--- config.mk ---
export PLATFORM = sky130hd
export DESIGN_NAME = ghost_render
export DESIGN_NICKNAME = d
export VERILOG_FILES = /design/src/rtl/ghost_render.sv
export SDC_FILE = /design/constraint.sdc
export NUM_CORES = 1
export LEC_CHECK = 0
export BUFFER_PORTS_ARGS = -buffer_cell sky130_fd_sc_hd__buf_4
export CAP_MARGIN = 0
export CORE_UTILIZATION = 53
export CTS_BUF_LIST = sky130_fd_sc_hd__clkbuf_16
export CTS_CLUSTER_SIZE = 28
export DETAILED_ROUTE_END_ITERATION = 10
export PLACE_DENSITY = 0.86
export SLEW_MARGIN = 20
export SYNTH_ARGS = -nofsm -noshare
export SYNTH_HDL_FRONTEND = slang
export SYNTH_SLANG_ARGS = --single-unit
--- constraint.sdc ---
create_clock -name Clk -period 4.9 [get_ports Clk]
set_input_delay 0.49 -clock Clk [delete_from_list [all_inputs] [get_ports Clk]]
set_output_delay 0.49 -clock Clk [all_outputs]
set_load 0.05 [all_outputs]
--- src/rtl/ghost_render.sv ---
// Ghost sprite renderer: two-stage ROM lookup pipeline plus the frightened/blink
// colour state machine, timed in frames.
module ghost_render #(
  parameter int unsigned SPRITE_SIZE   = 32,
  parameter int unsigned FRIGHT_FRAMES = 360,
  parameter int unsigned BLINK_FRAMES  = 96
) (
  input  logic        Clk,
  input  logic        Reset,
  input  logic        frame_start,
  input  logic [9:0]  DrawX,
  input  logic [9:0]  DrawY,
  input  logic [9:0]  GhostX,
  input  logic [9:0]  GhostY,
  input  logic        frighten,
  output logic [7:0]  rom_addr,
  input  logic [31:0] rom_data,
  output logic        ghost_on,
  output logic [1:0]  ghost_color,
  output logic        fright_active
);

  localparam int unsigned COORD_W = 10;
  localparam int unsigned COL_W   = 5;
  localparam int unsigned CNT_W   = 9;

  localparam logic [COORD_W-1:0] SIZE_C   = COORD_W'(SPRITE_SIZE);
  localparam logic [COL_W-1:0]   COL_MAX  = COL_W'(SPRITE_SIZE - 1);
  localparam logic [CNT_W-1:0]   FRIGHT_C = CNT_W'(FRIGHT_FRAMES);
  localparam logic [CNT_W-1:0]   BLINK_C  = CNT_W'(BLINK_FRAMES);

  typedef enum logic [1:0] {
    NORMAL = 2'd0,
    FRIGHT = 2'd1,
    BLINK  = 2'd2
  } state_t;

  // Stage 0: sprite-relative offsets; wrap makes above/left of sprite fail the test
  logic [COORD_W-1:0] dy;
  logic [COORD_W-1:0] dx;
  logic               in_y;
  logic               in_x;

  assign dy   = DrawY - GhostY;
  assign dx   = DrawX - GhostX;
  assign in_y = (dy < SIZE_C);
  assign in_x = (dx < SIZE_C);

  logic [COL_W-1:0] col;
  logic             hit1;

  // Stage 1: ROM address, column and hit flag
  always_ff @(posedge Clk) begin
    if (Reset) begin
      rom_addr <= '0;
      col      <= '0;
      hit1     <= 1'b0;
    end else begin
      rom_addr <= {3'b000, dy[COL_W-1:0]};
      col      <= dx[COL_W-1:0];
      hit1     <= in_x & in_y;
    end
  end

  state_t           state;
  state_t           state_next;
  logic [CNT_W-1:0] fcnt;
  logic [CNT_W-1:0] fcnt_next;
  logic [CNT_W-1:0] fcnt_dec;
  logic [1:0]       color_now;

  assign fcnt_dec = fcnt - CNT_W'(1);

  // Stage 2: pixel bit select; colour sampled from the live FSM state
  always_ff @(posedge Clk) begin
    if (Reset) begin
      ghost_on      <= 1'b0;
      ghost_color   <= 2'b00;
      fright_active <= 1'b0;
    end else begin
      ghost_on      <= hit1 & rom_data[COL_MAX - col];
      ghost_color   <= color_now;
      fright_active <= (state_next != NORMAL);
    end
  end

  always_ff @(posedge Clk) begin
    if (Reset) begin
      state <= NORMAL;
      fcnt  <= '0;
    end else begin
      state <= state_next;
      fcnt  <= fcnt_next;
    end
  end

  // Next state: a frighten pulse reloads and overrides any same-cycle frame tick
  always_comb begin
    state_next = state;
    fcnt_next  = fcnt;
    color_now  = 2'b00;
    if (frighten) begin
      state_next = FRIGHT;
      fcnt_next  = FRIGHT_C;
    end else begin
      unique case (state)
        FRIGHT: begin
          if (frame_start) begin
            fcnt_next = fcnt_dec;
            if (fcnt_dec <= BLINK_C) state_next = BLINK;
          end
        end
        BLINK: begin
          if (frame_start) begin
            fcnt_next = fcnt_dec;
            if (fcnt_dec == '0) state_next = NORMAL;
          end
        end
        NORMAL: fcnt_next = '0;
        default: begin
          state_next = NORMAL;
          fcnt_next  = '0;
        end
      endcase
    end
    unique case (state)
      FRIGHT:  color_now = 2'b01;
      BLINK:   color_now = fcnt[3] ? 2'b10 : 2'b01;
      default: color_now = 2'b00;
    endcase
  end

endmodule

==> results of run 1 <==
sequential cells by signal, indices dropped and copies added, names as in the netlist:
| name | cells |
|---|---|
| ghost_color | 2 |
| state | 2 |
| rom_addr | 5 |
| hit1 | 1 |
| col | 5 |
| fcnt | 9 |
| ghost_on | 1 |
| fright_active | 1 |
how the worst min path moves through the flow:
| stage | to | slack (ns) | cells past startpoint |
|---|---|---|---|
| 2_1_floorplan | ghost_on | 0.43 | 1 |
| 3_3_place_gp | ghost_on | 0.47 | 1 |
| 3_5_place_dp | ghost_on | 0.47 | 1 |
| 4_1_cts | ghost_on | 0.49 | 1 |
| 5_1_grt | col[0] | 0.50 | 3 |
| 6_report | ghost_on | 0.48 | 1 |
metal layers:
metal | up-vias | track usage, %
met5 | - | 0
met4 | 0 | 7.45
met3 | 10 | 3.72
met2 | 68 | 44.9
met1 | 959 | 26.0
li1 | 1079 | -
metrics by stage:
step	worst slack, ns	power, mW	instances	area (um^2)	util [%]
floorplan	2.11	0.443	263	2270	-
global placement	1.90	0.522	387	2910	71.8
detailed placement	1.85	0.528	387	2910	71.8
CTS	2.11	0.708	391	2990	73.7
global route	1.99	0.747	391	2990	73.7
finish	2.12	0.705	391	2990	73.7
kinds of logic (layout without fill, tap and decap cells):
group / count (synthesis) / in the layout / synth area share (%)
buf+inv: 41 / 119 / 7.30
fa+ha+maj: 26 / 26 / 15.1
mux: 12 / 12 / 10.9
compound gates: 58 / 58 / 17.9
flops: 26 / 26 / 23.0
other cells: 1 / 3 / 0.166
xor+xnor: 21 / 21 / 8.13
simple gates: 76 / 76 / 17.5
report_power, final:
group | total (mW) | internal [mW] | switching (mW)
logic | 0.281 | 0.144 | 0.136
registers | 0.246 | 0.228 | 0.0174
clock network | 0.179 | 0.109 | 0.0701
total | 0.705 | 0.481 | 0.224
layout make-up:
class,count,area [um^2]
clock inverter,1,3.75
multi-input combinational,196,1580
inverter,31,116
tap,50,62.6
timing repair buffer,84,631
sequential,26,520
clock buffer,3,75.1
fill,322,1070
cell usage after synthesis (2+ instances only):
| master | instances | area (um^2) |
|---|---|---|
| and3_1 | 2 | 12.5 |
| nor3b_1 | 3 | 22.5 |
| mux4_2 | 10 | 225 |
| o21ai_0 | 13 | 65.1 |
| nand2_1 | 8 | 30.0 |
| ha_1 | 24 | 300 |
| nor2_1 | 29 | 109 |
| or3_1 | 3 | 18.8 |
| nor4b_1 | 2 | 17.5 |
| a211oi_1 | 3 | 22.5 |
| clkbuf_1 | 6 | 22.5 |
| xor2_1 | 5 | 43.8 |
| inv_1 | 31 | 116 |
| a21oi_1 | 13 | 65.1 |
| o21a_1 | 7 | 52.6 |
| nand3_1 | 2 | 10.0 |
| o31a_1 | 3 | 26.3 |
| o211ai_1 | 3 | 22.5 |
| or4_1 | 2 | 15.0 |
| nor2b_1 | 7 | 43.8 |
| buf_4 | 3 | 22.5 |
| dfxtp_1 | 26 | 521 |
| xnor2_1 | 16 | 140 |
| nand2b_1 | 2 | 12.5 |
| fa_1 | 2 | 40.0 |
| nor3_1 | 10 | 50.1 |
| a31oi_1 | 4 | 25.0 |
==> results.cfg, run 1 <==
[critical_path]
timing.rr.start = fcnt[0]
cp.required_ns = 5.08
critPathTopFamily = simple AND/OR/NAND/NOR gates
endpoint_kind = flop
crit_fanout = 3
path_cells = buf_4, inv_1, ha_1, fa_1, nor2b_1, nor3_1, o21ai_0, mux2i_1, or4_1, or4_1, nor4_2
worst_path_most_repeated_cell = or4_1
endpoint = hit1
r2r_slack_ns = 2.65
cp.buffers_inverters = 2
reg2reg_depth = 9
cp-startpoint = DrawY[0]
worst-path-stages = 11
path_class = in2reg
slowest_delay_ns = 0.46
crit_path_top_delay_cell = or4_1
startpoint_type = input pin
cp.arrival_ns = 2.95
reg2reg_to = fright_active

[sta]
fin_tns_setup_ns = 0
final.min_clock_period_ns = 2.78
finalHoldViolCount = 0
slew_headroom_pct = 65.9
tightest_slew_ns = 0.510
setup_viol = 0
post-route-period-util_pct = 56.6
clock.fmax_mhz = 360
skew_ns = 0.00234
rsz0062_at_grt = false
hold-worst-slack_ns = 0.485
slew_viol_final = 0

[global_route]
antenna_found_initial = 0
grt_max_degree = 20
grt_pass1_wl_um = 8290
grt_use_total_pct = 23.5
grt_pass1_vias = 2064
gr-total-overflow = 0

[clocking]
htree_levels = 1
hold_buffers = 0
cts_root_buf = clkbuf_16
clk_pin_slew_worst_paths_ns = 0.06
clkLatencyLatePin_ns = 0.26
postCtsSetupRepairBufs = 0
cts.sinks = 26
clockBufferDepth = 2
post_cts_resize_count = 0
cts_tree = done
cts_made_buffers = 3

[drt]
first_pass_iters = 4
wl_um = 5030
top_layer_used = met4
drt_iter0_markers = 117
vias = 2116
dr_wl_met2_um = 2600
met3_length_um = 289
route.layer.met1.wl_um = 2090
routed_via_density = 5.41
drcViolationCount = 0
wl_per_cell_um = 12.9
antenna_left = 0

[cells_and_area]
final_cell_mix = 84 x buf_4, 31 x inv_1, 29 x nor2_1
layout-drive-gt1-share_pct = 30.5
nNetsFinal = 444
diodes = 0
layout_commonest_cell = buf_4
area_growth_pct = 32.3

[synth]
ys_types = 49
yosys_warnings = 0
synthesis.instances = 261
synth_edf_count = 0
async_flop_share_pct = 0
ys_ff_latch = 26
avgSynthCellArea_um2 = 8.66
ys_seq_area_share_pct = 23.0
synth.cell_area_mm2 = 0.00226
ys.flop_type = dfxtp_1

[floorplan]
die_w_um = 67.3
die_area_mm2 = 0.00453
row_count = 23
start_util_pct = 55.7
dieHeight_um = 67.3
core_area_mm2 = 0.00406
io_pins = 88

[outcome]
status = completed

[run]
maxCapViolCount = 0

[hold_path]
hold_start = hit1
min_path_type = reg2reg

[placed_design]
gp_congestion = 0.866
place_hpwl_um = 4060
numPortBuffers = 84

[pwr]
powerDensity_mw_per_mm2 = 236
ir_worst_vdd_uv = 116
leakagePower_nw = 1.41
(Power assumes the default switching activity.)
==> run 2: changes to the inputs <==
--- a/config.mk
+++ b/config.mk
@@ -7,11 +7,11 @@
 export LEC_CHECK = 0
 export BUFFER_PORTS_ARGS = -buffer_cell sky130_fd_sc_hd__buf_4
 export CAP_MARGIN = 0
-export CORE_UTILIZATION = 53
+export CORE_UTILIZATION = 45
 export CTS_BUF_LIST = sky130_fd_sc_hd__clkbuf_16
 export CTS_CLUSTER_SIZE = 28
 export DETAILED_ROUTE_END_ITERATION = 10
-export PLACE_DENSITY = 0.86
+export PLACE_DENSITY = 0.78
 export SLEW_MARGIN = 20
 export SYNTH_ARGS = -nofsm -noshare
 export SYNTH_HDL_FRONTEND = slang
==> constraint.sdc (replaced) <==
create_clock -name Clk -period 2.5 [get_ports Clk]
set_input_delay 0.25 -clock Clk [delete_from_list [all_inputs] [get_ports Clk]]
set_output_delay 0.25 -clock Clk [all_outputs]
set_load 0.05 [all_outputs]
==> run 2 against run 1 <==
Net effect:
- total power up 110%
- final cell count rose by 7.9%
- non-clock buffer count grew 14
- worst hold slack worse by 0.23 ns
- count of clock-buffer cells in the layout did not move
- global-route usage fell by 2.7 points
- sequential power increased by 93%
- sequential cell count unchanged
- register-to-register slack lost 2.3 ns
- critical path type unchanged
- critical endpoint unchanged
- largest cell class unchanged
- highest routed layer unchanged
==> results.cfg, run 2 (synthesis results as in run 1) <==
[pwr]
ir_worst_vdd_uv = 259
clkPwrFrac_pct = 30.3
seq_power_share_pct = 31.4
leakagePower_nw = 1.50
powerDensity_mw_per_mm2 = 482
intPower_mw = 1.07
p_sw_share_pct = 29.3
switchingPower_mw = 0.445
pwr-share-comb_pct = 38.3

[global_route]
antenna_found_initial = 0
grt_pass1_wl_um = 8780
gr-total-overflow = 0
grt_max_degree = 20
grt_pass1_vias = 2106
grt_use_total_pct = 20.8

[sta]
slew_viol_final = 0
rsz0062_at_grt = false
post-route-period-util_pct = 95.7
hold-worst-slack_ns = 0.252
finalHoldViolCount = 0
clock.fmax_mhz = 418
skew_ns = 0.00834
fin_tns_setup_ns = 0
setup_viol = 0
final.min_clock_period_ns = 2.39

[drt]
first_pass_iters = 4
drt_iter0_markers = 95
antenna_left = 0
wl_um = 5090
wl_per_cell_um = 12.0
vias = 2143
routed_via_density = 5.08
drcViolationCount = 0

[placed_design]
numPortBuffers = 84
place_area_mm2 = 0.00304
gp_congestion = 0.852
placed_cells = 418
place_hpwl_um = 4230

[cells_and_area]
largest_register_ffs = 9
top_register = fcnt
seq_area_um2 = 520
layout_commonest_cell = buf_4
nNetsFinal = 458
final_cells = 422
final_cell_mix = 98 x buf_4, 31 x inv_1, 29 x nor2_1
area_growth_pct = 39.2
finalInstanceArea_mm2 = 0.00315
fill_cells = 415
layout-drive-gt1-share_pct = 33.8
multi_input_area_mm2 = 0.00159
utilization_pct = 65.8
diodes = 0
top_regs = fcnt x9, col x5, rom_addr x5

[critical_path]
startpoint_type = input pin
reg2reg_depth = 9
crit_fanout = 2
path_class = in2reg
endpoint_kind = flop
cp.arrival_ns = 2.57
cp.required_ns = 2.68

[floorplan]
die_area_mm2 = 0.00531
dieHeight_um = 72.9
core_area_mm2 = 0.00479
start_util_pct = 47.2
io_pins = 88
row_count = 25
die_w_um = 72.9

[run]
maxCapViolCount = 0

[clocking]
cts.sinks = 26
cts_made_buffers = 3
clockBufferDepth = 2
cts_root_buf = clkbuf_16
clk_pin_slew_worst_paths_ns = 0.07
htree_levels = 1
clkLatencyLatePin_ns = 0.26
hold_buffers = 0
cts_tree = done

[hold_path]
worstHoldPathCells = 3
min_path_type = in2reg

[outcome]
status = completed
[run 2: critical path, cell delays in order]
cell and delay, ns:
buf_4 0.08, inv_1 0.03, ha_1 0.24, fa_2 0.36, nor2b_1 0.15, nor3_1 0.06
o21ai_1 0.19, mux2i_1 0.09, or4_1 0.46, or4_1 0.42, nor4_2 0.24
[run 2: repair_timing]
| action | 4_1_cts | 5_1_grt |
|---|---|---|
| resized for setup | 0 | 1 |
| endpoints found under the setup margin | 0 | 1 |
| setup buffers | 0 | 0 |
[run 2: final timing paths]
check	start	end	slack, ns
worst max-delay path	DrawY[0]	hit1	0.11
worst min-delay path	GhostY[0]	rom_addr[0]	0.25
worst max register to register	fcnt[0]	fright_active	0.40
worst min register to register	hit1	ghost_on	0.50
[run 2: routing by layer]
layer | GRT usage (%) | wire length, um
met1 | 24.5 | 2120
met2 | 38.0 | 2580
met3 | 4.42 | 329
met4 | 5.45 | 55
met5 | 0 | 0
[run 2: area by class of cell]
cell class | instances | area share (%)
Multi-Input combinational cell | 196 | 50.4
Clock buffer | 3 | 2.39
Timing Repair Buffer | 98 | 23.4
Inverter | 31 | 3.70
Tap cell | 67 | 2.66
Sequential cell | 26 | 16.5
Clock inverter | 1 | 0.954
[run 2: power groups by stage]
stage / Clock, mW / Combinational (mW) / Sequential (mW)
2_1_floorplan: 0 / 0.352 / 0.516
4_1_cts: 0.469 / 0.582 / 0.476
3_5_place_dp: 0 / 0.579 / 0.485
3_3_place_gp: 0 / 0.568 / 0.484
5_1_grt: 0.486 / 0.639 / 0.480
6_report: 0.460 / 0.580 / 0.476
[run 2: stage by stage]
step	power, mW	worst slack [ns]
6_report	1.52	0.109
5_1_grt	1.61	0.00652
4_1_cts	1.53	0.0559
3_5_place_dp	1.06	-0.214
3_3_place_gp	1.05	-0.156
2_1_floorplan	0.868	0.0101
==> run 3: changes to the inputs <==
--- a/config.mk
+++ b/config.mk
@@ -7,8 +7,10 @@
 export LEC_CHECK = 0
 export BUFFER_PORTS_ARGS = -buffer_cell sky130_fd_sc_hd__buf_4
 export CAP_MARGIN = 0
+export CORE_MARGIN = 5
 export CORE_UTILIZATION = 45
 export CTS_BUF_LIST = sky130_fd_sc_hd__clkbuf_16
+export CTS_CLUSTER_DIAMETER = 60
 export CTS_CLUSTER_SIZE = 28
 export DETAILED_ROUTE_END_ITERATION = 10
 export PLACE_DENSITY = 0.78
==> run 3 against run 2 <==
Net effect:
- cell area up 0.32%
- via count is 2.8% higher
- total power is 0.94% higher
- utilization up 0.21 points
- routed wire length grew 9.5%
- worst hold slack got worse by 0.011 ns
- sequential share of layout area down 0.052 points
- highest routed layer unchanged
==> results.cfg, run 3 (synthesis results as in run 1) <==
[global_route]
grt_pass1_wl_um = 9210
grt_pass1_vias = 2164
gr-total-overflow = 0
antenna_found_initial = 0
grt_use_total_pct = 17.6
grt_max_degree = 20

[drt]
routed_via_density = 5.21
first_pass_iters = 4
vias = 2202
drt_iter0_markers = 108
antenna_left = 0
wl_per_cell_um = 13.2
wl_um = 5570
drcViolationCount = 0

[pwr]
intPower_mw = 1.07
clkPwrFrac_pct = 30.4
switchingPower_mw = 0.456
p_sw_share_pct = 29.8
powerDensity_mw_per_mm2 = 484
pwr-share-comb_pct = 38.4
leakagePower_nw = 1.50
seq_power_share_pct = 31.2
ir_worst_vdd_uv = 279
finalPower_mw = 1.53

[cells_and_area]
final_cells = 423
largest_register_ffs = 9
diodes = 0
top_regs = fcnt x9, col x5, rom_addr x5
area_growth_pct = 39.6
nNetsFinal = 459
final_cell_mix = 99 x buf_4, 31 x inv_1, 29 x nor2_1
layout-drive-gt1-share_pct = 34.3
top_register = fcnt
utilization_pct = 66.0
layout_commonest_cell = buf_4

[run]
maxCapViolCount = 0

[critical_path]
cp.arrival_ns = 2.57
endpoint_kind = flop
path_cells = buf_4, ha_1, nor2b_4, o31a_1, o32ai_4, xnor2_1, or4_1, or4_1, nor4_2
path_class = in2reg
crit_fanout = 2
reg2reg_depth = 9
crit_path_top_delay_cell = or4_1
slowest_delay_ns = 0.49
r2r_slack_ns = 0.35
startpoint_type = input pin
worst_path_most_repeated_cell = or4_1
cp.required_ns = 2.68

[floorplan]
io_pins = 88
start_util_pct = 47.2
dieHeight_um = 80.9
core_area_mm2 = 0.00479
die_w_um = 80.9
row_count = 25
die_area_mm2 = 0.00654

[sta]
final.min_clock_period_ns = 2.39
hold-worst-slack_ns = 0.241
skew_ns = 0.00954
worst_slack_ns = 0.111
finalHoldViolCount = 0
post-route-period-util_pct = 95.6
rsz0062_at_grt = false
setup_viol = 0
clock.fmax_mhz = 419
slew_viol_final = 0

[outcome]
status = completed

[placed_design]
place_hpwl_um = 4610
gp_congestion = 0.800
dp_slack_ns = -0.203
numPortBuffers = 84
placed_cells = 418

[clocking]
cts_root_buf = clkbuf_16
cts_made_buffers = 3
htree_levels = 1
hold_buffers = 0
cts_tree = done
clockBufferDepth = 2
clkLatencyLatePin_ns = 0.27
cts.sinks = 26
clk_pin_slew_worst_paths_ns = 0.07

[hold_path]
min_path_type = in2reg
worstHoldPathCells = 2
run 3: metal layers:
layer | routed length (um) | vias to the layer above | share of wire (%) | GRT usage, %
met5 | 0 | - | 0 | 0
met4 | 156 | 0 | 2.8 | 7.77
met3 | 300 | 15 | 5.4 | 2.88
met2 | 2810 | 65 | 50 | 31.9
met1 | 2300 | 1015 | 41 | 20.2
li1 | - | 1107 | - | -
run 3: critical path: cells and delay by family:
family,cells,cell delay [ns]
simple gates,4,1.28
fa+ha+maj,1,0.29
xor+xnor,1,0.09
buf+inv,1,0.11
compound gates,2,0.53
run 3: area by class of cell:
cell class / instances / area (um^2)
clock buffers: 3 / 75.1
clock inverters: 1 / 30.0
fillers: 430 / 1630
inverters: 31 / 116
multi-input cells: 196 / 1590
flip-flops and latches: 26 / 520
well taps: 67 / 83.8
repair buffers: 99 / 743
run 3: through the flow:
stage	setup TNS, ns	cell area [um^2]
final	0	3160
after global routing	0	3160
after CTS	0	3140
after global placement	-0.151	3040
after floorplan	0	2270
after detailed placement	-0.203	3040
run 3: power by group through the flow:
stage          registers, mW  clock network [mW]  logic, mW
6_report               0.477               0.465      0.587
5_1_grt                0.482               0.494      0.648
4_1_cts                0.477               0.473      0.587
3_5_place_dp           0.486                   0      0.583
3_3_place_gp           0.485                   0      0.569
2_1_floorplan          0.516                   0      0.352
run 3: final timing paths:
kind / start / endpoint
max: DrawY[1] / hit1
min: frame_start / fcnt[1]
max reg2reg: fcnt[0] / fright_active
min reg2reg: hit1 / ghost_on
run 3: timing repair:
| item | in CTS | in global routing |
|---|---|---|
| gates resized for setup | 0 | 2 |
| setup endpoints to repair | 0 | 1 |
| setup buffers | 0 | 1 |
| hold endpoints to repair | 0 | 0 |
